**src/rtl/sdram_arb_pkg.sv**
```systemverilog
// Shared types and default widths for the two-requester SDRAM port arbiter.
package sdram_arb_pkg;

  localparam int ADDR_W_DEF      = 24;
  localparam int DATA_W_DEF      = 16;
  localparam int MAX_PENDING_DEF = 4;

  typedef logic req_id_t;

  typedef enum logic [0:0] {
    IDLE  = 1'b0,
    ISSUE = 1'b1
  } state_t;

endpackage

```
**src/rtl/sdram_arb_tag_fifo.sv**
```systemverilog
// In-order FIFO of requester ids for reads that are still awaiting data.
module sdram_arb_tag_fifo
  import sdram_arb_pkg::*;
#(
  parameter int DEPTH = MAX_PENDING_DEF
) (
  input  logic    clk_i,
  input  logic    rst_i,
  input  logic    push_i,
  input  req_id_t push_id_i,
  input  logic    pop_i,
  output logic    full_o,
  output logic    empty_o,
  output req_id_t head_o
);

  localparam int PTR_W = $clog2(DEPTH);
  localparam int CNT_W = PTR_W + 1;

  req_id_t          mem_q [DEPTH];
  logic [PTR_W-1:0] wr_ptr_q;
  logic [PTR_W-1:0] rd_ptr_q;
  logic [CNT_W-1:0] cnt_q;
  logic [CNT_W-1:0] cnt_d;
  logic             do_push;
  logic             do_pop;

  assign full_o  = (cnt_q == CNT_W'(DEPTH));
  assign empty_o = (cnt_q == CNT_W'(0));
  assign head_o  = mem_q[rd_ptr_q];
  assign do_push = push_i && !full_o;
  assign do_pop  = pop_i && !empty_o;

  // Occupancy: simultaneous push and pop leaves it unchanged.
  always_comb begin
    cnt_d = cnt_q;
    case ({do_push, do_pop})
      2'b10:   cnt_d = cnt_q + CNT_W'(1);
      2'b01:   cnt_d = cnt_q - CNT_W'(1);
      default: cnt_d = cnt_q;
    endcase
  end

  always_ff @(posedge clk_i) begin
    if (rst_i) begin
      wr_ptr_q <= PTR_W'(0);
      rd_ptr_q <= PTR_W'(0);
      cnt_q    <= CNT_W'(0);
    end else begin
      if (do_push) begin
        mem_q[wr_ptr_q] <= push_id_i;
        wr_ptr_q        <= wr_ptr_q + PTR_W'(1);
      end
      if (do_pop) begin
        rd_ptr_q <= rd_ptr_q + PTR_W'(1);
      end
      cnt_q <= cnt_d;
    end
  end

endmodule

```
**src/rtl/sdram_port_arbiter.sv**
```systemverilog
// Shares one SDRAM controller Avalon-MM port between two requesters.
// Define SDRAM_ARB_FIXED_PRIO_EN to make requester 0 win every tie.
module sdram_port_arbiter
  import sdram_arb_pkg::*;
#(
  parameter int ADDR_W      = ADDR_W_DEF,
  parameter int DATA_W      = DATA_W_DEF,
  parameter int MAX_PENDING = MAX_PENDING_DEF
) (
  input  logic                CLOCK_50,
  input  logic                RESET,
  input  logic [ADDR_W-1:0]   m0_addr,
  input  logic                m0_read,
  input  logic                m0_write,
  input  logic [DATA_W-1:0]   m0_wdata,
  input  logic [DATA_W/8-1:0] m0_be,
  output logic                m0_waitrequest,
  output logic [DATA_W-1:0]   m0_rdata,
  output logic                m0_rvalid,
  input  logic [ADDR_W-1:0]   m1_addr,
  input  logic                m1_read,
  input  logic                m1_write,
  input  logic [DATA_W-1:0]   m1_wdata,
  input  logic [DATA_W/8-1:0] m1_be,
  output logic                m1_waitrequest,
  output logic [DATA_W-1:0]   m1_rdata,
  output logic                m1_rvalid,
  output logic [ADDR_W-1:0]   s_addr,
  output logic [DATA_W-1:0]   s_wdata,
  output logic [DATA_W/8-1:0] s_be,
  output logic                s_read,
  output logic                s_write,
  input  logic                s_waitrequest,
  input  logic [DATA_W-1:0]   s_rdata,
  input  logic                s_rvalid,
  output logic                err
);

  localparam int BE_W = DATA_W / 8;

  state_t            state_q, state_d;
  req_id_t           grant_q, grant_d;
  logic [ADDR_W-1:0] s_addr_q, s_addr_d;
  logic [DATA_W-1:0] s_wdata_q, s_wdata_d;
  logic [BE_W-1:0]   s_be_q, s_be_d;
  logic              s_read_q, s_read_d;
  logic              s_write_q, s_write_d;
  logic [DATA_W-1:0] m0_rdata_q, m1_rdata_q;
  logic [1:0]        rvalid_q, rvalid_d;
  logic              err_q, err_d;
`ifndef SDRAM_ARB_FIXED_PRIO_EN
  req_id_t           last_grant_q, last_grant_d;
`endif

  logic    elig0, elig1, win_valid;
  req_id_t win_id;
  logic    accept;
  logic    push, pop;
  logic    fifo_full, fifo_empty;
  req_id_t fifo_head;

  sdram_arb_tag_fifo #(
    .DEPTH (MAX_PENDING)
  ) u_tag_fifo (
    .clk_i     (CLOCK_50),
    .rst_i     (RESET),
    .push_i    (push),
    .push_id_i (grant_q),
    .pop_i     (pop),
    .full_o    (fifo_full),
    .empty_o   (fifo_empty),
    .head_o    (fifo_head)
  );

  assign accept = (state_q == ISSUE) && !s_waitrequest;

  // Eligibility and winner selection for the next IDLE evaluation.
  always_comb begin
    elig0     = m0_write || (m0_read && !fifo_full);
    elig1     = m1_write || (m1_read && !fifo_full);
    win_valid = elig0 || elig1;
    if (elig0 && elig1) begin
`ifdef SDRAM_ARB_FIXED_PRIO_EN
      win_id = 1'b0;
`else
      win_id = ~last_grant_q;
`endif
    end else if (elig1) begin
      win_id = 1'b1;
    end else begin
      win_id = 1'b0;
    end
  end

  always_comb begin
    state_d = state_q;
    grant_d = grant_q;
`ifndef SDRAM_ARB_FIXED_PRIO_EN
    last_grant_d = last_grant_q;
`endif
    case (state_q)
      IDLE: begin
        if (win_valid) begin
          state_d = ISSUE;
          grant_d = win_id;
`ifndef SDRAM_ARB_FIXED_PRIO_EN
          last_grant_d = win_id;
`endif
        end else begin
          state_d = IDLE;
        end
      end
      ISSUE: begin
        if (accept) begin
          state_d = IDLE;
        end else begin
          state_d = ISSUE;
        end
      end
      default: state_d = IDLE;
    endcase
  end

  always_comb begin
    s_addr_d  = s_addr_q;
    s_wdata_d = s_wdata_q;
    s_be_d    = s_be_q;
    s_read_d  = s_read_q;
    s_write_d = s_write_q;
    push      = 1'b0;
    case (state_q)
      IDLE: begin
        if (!win_valid) begin
          s_read_d  = 1'b0;
          s_write_d = 1'b0;
        end else if (win_id == 1'b1) begin
          s_addr_d  = m1_addr;
          s_wdata_d = m1_wdata;
          s_be_d    = m1_be;
          s_read_d  = m1_read;
          s_write_d = m1_write;
        end else begin
          s_addr_d  = m0_addr;
          s_wdata_d = m0_wdata;
          s_be_d    = m0_be;
          s_read_d  = m0_read;
          s_write_d = m0_write;
        end
      end
      ISSUE: begin
        if (accept) begin
          s_read_d  = 1'b0;
          s_write_d = 1'b0;
          push      = s_read_q;
        end else begin
          push      = 1'b0;
        end
      end
      default: begin
        s_read_d  = 1'b0;
        s_write_d = 1'b0;
      end
    endcase
    m0_waitrequest = !(accept && (grant_q == 1'b0));
    m1_waitrequest = !(accept && (grant_q == 1'b1));
  end

  // Read return: route to the head-of-FIFO requester; unmatched returns flag err.
  always_comb begin
    pop         = s_rvalid && !fifo_empty;
    err_d       = err_q || (s_rvalid && fifo_empty);
    rvalid_d[0] = pop && (fifo_head == 1'b0);
    rvalid_d[1] = pop && (fifo_head == 1'b1);
  end

  always_ff @(posedge CLOCK_50) begin
    if (RESET) begin
      state_q    <= IDLE;
      grant_q    <= 1'b0;
      s_addr_q   <= ADDR_W'(0);
      s_wdata_q  <= DATA_W'(0);
      s_be_q     <= BE_W'(0);
      s_read_q   <= 1'b0;
      s_write_q  <= 1'b0;
      m0_rdata_q <= DATA_W'(0);
      m1_rdata_q <= DATA_W'(0);
      rvalid_q   <= 2'b00;
      err_q      <= 1'b0;
`ifndef SDRAM_ARB_FIXED_PRIO_EN
      last_grant_q <= 1'b1;
`endif
    end else begin
      state_q    <= state_d;
      grant_q    <= grant_d;
      s_addr_q   <= s_addr_d;
      s_wdata_q  <= s_wdata_d;
      s_be_q     <= s_be_d;
      s_read_q   <= s_read_d;
      s_write_q  <= s_write_d;
      rvalid_q   <= rvalid_d;
      err_q      <= err_d;
      if (rvalid_d[0]) m0_rdata_q <= s_rdata;
      if (rvalid_d[1]) m1_rdata_q <= s_rdata;
`ifndef SDRAM_ARB_FIXED_PRIO_EN
      last_grant_q <= last_grant_d;
`endif
    end
  end

  assign s_addr    = s_addr_q;
  assign s_wdata   = s_wdata_q;
  assign s_be      = s_be_q;
  assign s_read    = s_read_q;
  assign s_write   = s_write_q;
  assign m0_rdata  = m0_rdata_q;
  assign m1_rdata  = m1_rdata_q;
  assign m0_rvalid = rvalid_q[0];
  assign m1_rvalid = rvalid_q[1];
  assign err       = err_q;

endmodule

```
**config.mk**
```make
export PLATFORM = sky130hd
export DESIGN_NAME = sdram_port_arbiter
export DESIGN_NICKNAME = d
export VERILOG_FILES = /design/src/rtl/sdram_arb_pkg.sv /design/src/rtl/sdram_arb_tag_fifo.sv /design/src/rtl/sdram_port_arbiter.sv
export SDC_FILE = /design/constraint.sdc
export NUM_CORES = 1
export LEC_CHECK = 0
export ABC_AREA = 1
export CAP_MARGIN = 20
export CORE_MARGIN = 2
export CORE_UTILIZATION = 35
export CTS_CLUSTER_DIAMETER = 80
export DETAILED_ROUTE_END_ITERATION = 10
export PLACE_DENSITY = 0.66
export SLEW_MARGIN = 30
export SYNTH_ARGS = -nofsm -noshare
export SYNTH_HDL_FRONTEND = slang
export SYNTH_HIERARCHICAL = 1
export SYNTH_SLANG_ARGS = --single-unit
```
**constraint.sdc**
```tcl
create_clock -name CLOCK_50 -period 6.4 [get_ports CLOCK_50]
set_input_delay 1.92 -clock CLOCK_50 [delete_from_list [all_inputs] [get_ports CLOCK_50]]
set_output_delay 1.92 -clock CLOCK_50 [all_outputs]
set_load 0.03 [all_outputs]
```
==> summary.md <==
| Metric | Value |
|---|---|
| Worst slew margin | `0.493` |
| Yosys warns | `6` |
| Die W | `115 um` |
| Flops & latches, synth | `95` |
| Clk Tree Root Cell | `clkbuf_16` |
| Ratio of cells with drive above 1 in the final layout | `0.0833` |
| Crit path kind | `input pin to output port` |
| Setup Viol. Count Final | `0` |
| Total core area | `12100 um2` |
| Final Hold Viols | `0` |
| First-pass DRT Iterations | `4` |
| Number of clock buffers inserted by TritonCTS | `9` |
| Row cnt | `40` |
| Nets | `877` |
| Initial DRC count | `187` |
| Clk_skew | `0.00438 ns` |
| Post-layout min period | `5.19 ns` |
| Area delta synth->final | `52.1%` |
| CP endpoint | `m0_waitrequest` |
| Routability cong. | `0.772` |
| Final setup TNS | `0 ns` |
| PwrDens | `242 nW/um2` |
| Worst Tran Pin Value | `0.759 ns` |
| HP Class | `register to register` |
| H-tree levels | `3` |
| Most frequent CP cell | `clkdlybuf4s50_1` |
| Syn Inst Count | `594` |
| Maximum buffer depth of the clock tree | `2` |
| # IOs | `189` |
| Max-Cap Viols | `0` |
| Mean post-synth cell area | `7.29 um2` |
| Peak supply drop | `157 uV` |
| Worst-path fanout max | `4` |
| R2R Setup Slk | `4.03 ns` |
| WP data arrival | `3.27 ns` |
| Worst skew pair latency | `0.34 ns` |
| Peak Freq | `0.193 GHz` |
| Final WL | `12.5 mm` |
| Yosys top cell by area | `dfxtp_1` |
| Post-CTS Setup Inserts | `0` |
| # diodes | `0` |
| CP peak stage delay | `0.67 ns` |
| Residual DRC | `0` |
| Post-Place Setup Slack | `1.20 ns` |
| Initial antenna violation count | `0` |
| IO buf count | `188` |
| Initial core utilization | `0.359` |
| CP max stage cell | `clkdlybuf4s50_1` |
| Die area | `13300 um2` |
| Commonest non-fill, non-tap cell in the layout | `clkdlybuf4s50_1` |
| Mapped Area | `4330 um2` |
| Vias post-DR | `4384` |
| HPWL after detailed placement | `9.00 mm` |
| Total chip power | `1.59 mW` |
| Placed cell area | `6270 um2` |
| RSZ-0062 raised after global routing | `false` |
| Overflow after GRT | `0` |
| Final Max Slew Viols | `0` |
| Post-CTS Hold Buffers | `0` |
| GRT Overall Usage | `0.188` |
| Wire per inst | `13.3 um` |
| Vias in the first global route | `4306` |
| Worst r2r src | `u_tag_fifo/cnt_q[0]$_SDFFE_PP0P_` |
| Synth top area share | `0.421` |
| R2R Path End | `s_addr[13]$_SDFFE_PP0P_` |
| Cts repair resizes | `0` |
| Crit. Startpoint | `s_waitrequest` |
| CTS sink count | `95` |
| First-pass GRT wire length | `19.8 mm` |
| R2r worst-path depth | `11` |
| Largest net degree at the start of global routing | `57` |
| Vias per cell | `4.68` |
| Final instance area | `6580 um2` |
| Most frequent cells in the layout | `188 x clkdlybuf4s50_1, 176 x nand2_1, 91 x dfxtp_1` |
| Part of the cycle the worst path needs | `0.812` |
| Seq/Total Area, Yosys | `0.449` |
| Fillers | `1162` |
| Worst setup margin | `1.21 ns` |
| CP endpoint kind | `output port` |
| CP Launch Type | `input pin` |
| Data required, critical path | `4.48 ns` |
| Mapped Nets | `708` |
| CP Cell Sequence | `clkdlybuf4s50_1 -> inv_1 -> nand3b_1 -> clkdlybuf4s50_1` |
| TritonCTS clock tree | `done` |
| Post-route ant nets | `0` |
| Status | `finished, final reports clean` |
| Leakage power | `2.75 nW` |
| Area contributors post-synth | `dfxtp_1 42%, nand2_1 15%, a21oi_1 8.2%` |
| Post-synthesis cell type count | `32` |
| Clk slew on worst S/H paths | `0.06 ns` |
| Die Y-Extent | `115 um` |
==> kinds of logic after synthesis <==
logic type / after synthesis / share of synthesized area
AOI/OAI and AO/OA: 134 / 0.168
adders and majority gates: 6 / 0.0191
buffers and inverters: 106 / 0.108
DFF: 95 / 0.449
and+or+nand+nor: 253 / 0.256
==> synthesized netlist by cell type, drive strengths merged <==
cell and instances:
o21ai 47, nand3b 2, o21bai 1, nor2 20
dfxtp 91, nand4 1, and3 1, a21oi 86
clkbuf 8, ha 5, nand3 44, inv 72
buf 26, nand2 185, fa 1, edfxtp 4
==> state kept, by name, indices dropped and copies added (netlist names), 2 cells and up, named ones only <==
| signal | count |
|---|---|
| s_addr | 24 |
| m0_rdata | 16 |
| m1_rdata | 16 |
| s_wdata | 16 |
| u_tag_fifo/mem_q | 4 |
| u_tag_fifo/cnt_q | 3 |
| rvalid_q | 2 |
| s_be | 2 |
| u_tag_fifo/rd_ptr_q | 2 |
| u_tag_fifo/wr_ptr_q | 2 |
==> layout make-up <==
| class | count | area (um2) | area share |
|---|---|---|---|
| Inverter | 72 | 273 | 0.0414 |
| Clock buffer | 14 | 274 | 0.0416 |
| Timing Repair Buffer | 192 | 1920 | 0.292 |
| Sequential cell | 95 | 1940 | 0.295 |
| Tap cell | 168 | 210 | 0.0319 |
| Multi-Input combinational cell | 393 | 1920 | 0.292 |
| Clock inverter | 2 | 37.5 | 0.00570 |
==> routing by layer <==
metal	GRT usage	share of wire	vias to the layer above
met5	0	0	-
met4	0.0763	0.022	0
met3	0.0801	0.10	19
met2	0.320	0.47	155
met1	0.207	0.41	1993
li1	-	-	2217
==> worst max-delay path, delay by kind of cell <==
| kind | cells | cell delay, ns |
|---|---|---|
| buffers and inverters | 3 | 1.27 |
| AND/OR/NAND/NOR | 1 | 0.08 |
==> stage by stage <==
step                      cells  utilization  hold WS [ns]
after CTS                   936        0.546         0.466
final                       936        0.546         0.464
after global placement      919        0.518         0.451
after detailed placement    920        0.520         0.457
after global routing        936        0.546         0.482
after floorplan             594            -         0.442
==> power breakdown <==
group          total, mW  leakage [nW]  internal, mW  switching [mW]
combinational      0.381          1.82         0.167           0.213
sequential         0.658         0.782         0.635          0.0232
clock              0.553         0.149         0.335           0.218
==> how the worst min path moves through the flow <==
stage | depth (start not counted) | startpoint | end
after floorplan | 1 | u_tag_fifo/cnt_q[0]$_SDFFE_PP0P_ | u_tag_fifo/cnt_q[0]$_SDFFE_PP0P_
after global placement | 2 | m0_rdata[7]$_SDFFE_PP0P_ | m0_rdata[7]$_SDFFE_PP0P_
after detailed placement | 2 | m1_rdata[3]$_SDFFE_PP0P_ | m1_rdata[3]$_SDFFE_PP0P_
after CTS | 2 | m0_rdata[8]$_SDFFE_PP0P_ | m0_rdata[8]$_SDFFE_PP0P_
after global routing | 2 | m1_rdata[5]$_SDFFE_PP0P_ | m1_rdata[5]$_SDFFE_PP0P_
final | 2 | m1_rdata[15]$_SDFFE_PP0P_ | m1_rdata[15]$_SDFFE_PP0P_
No activity file was read; power rests on OpenSTA's default activity.
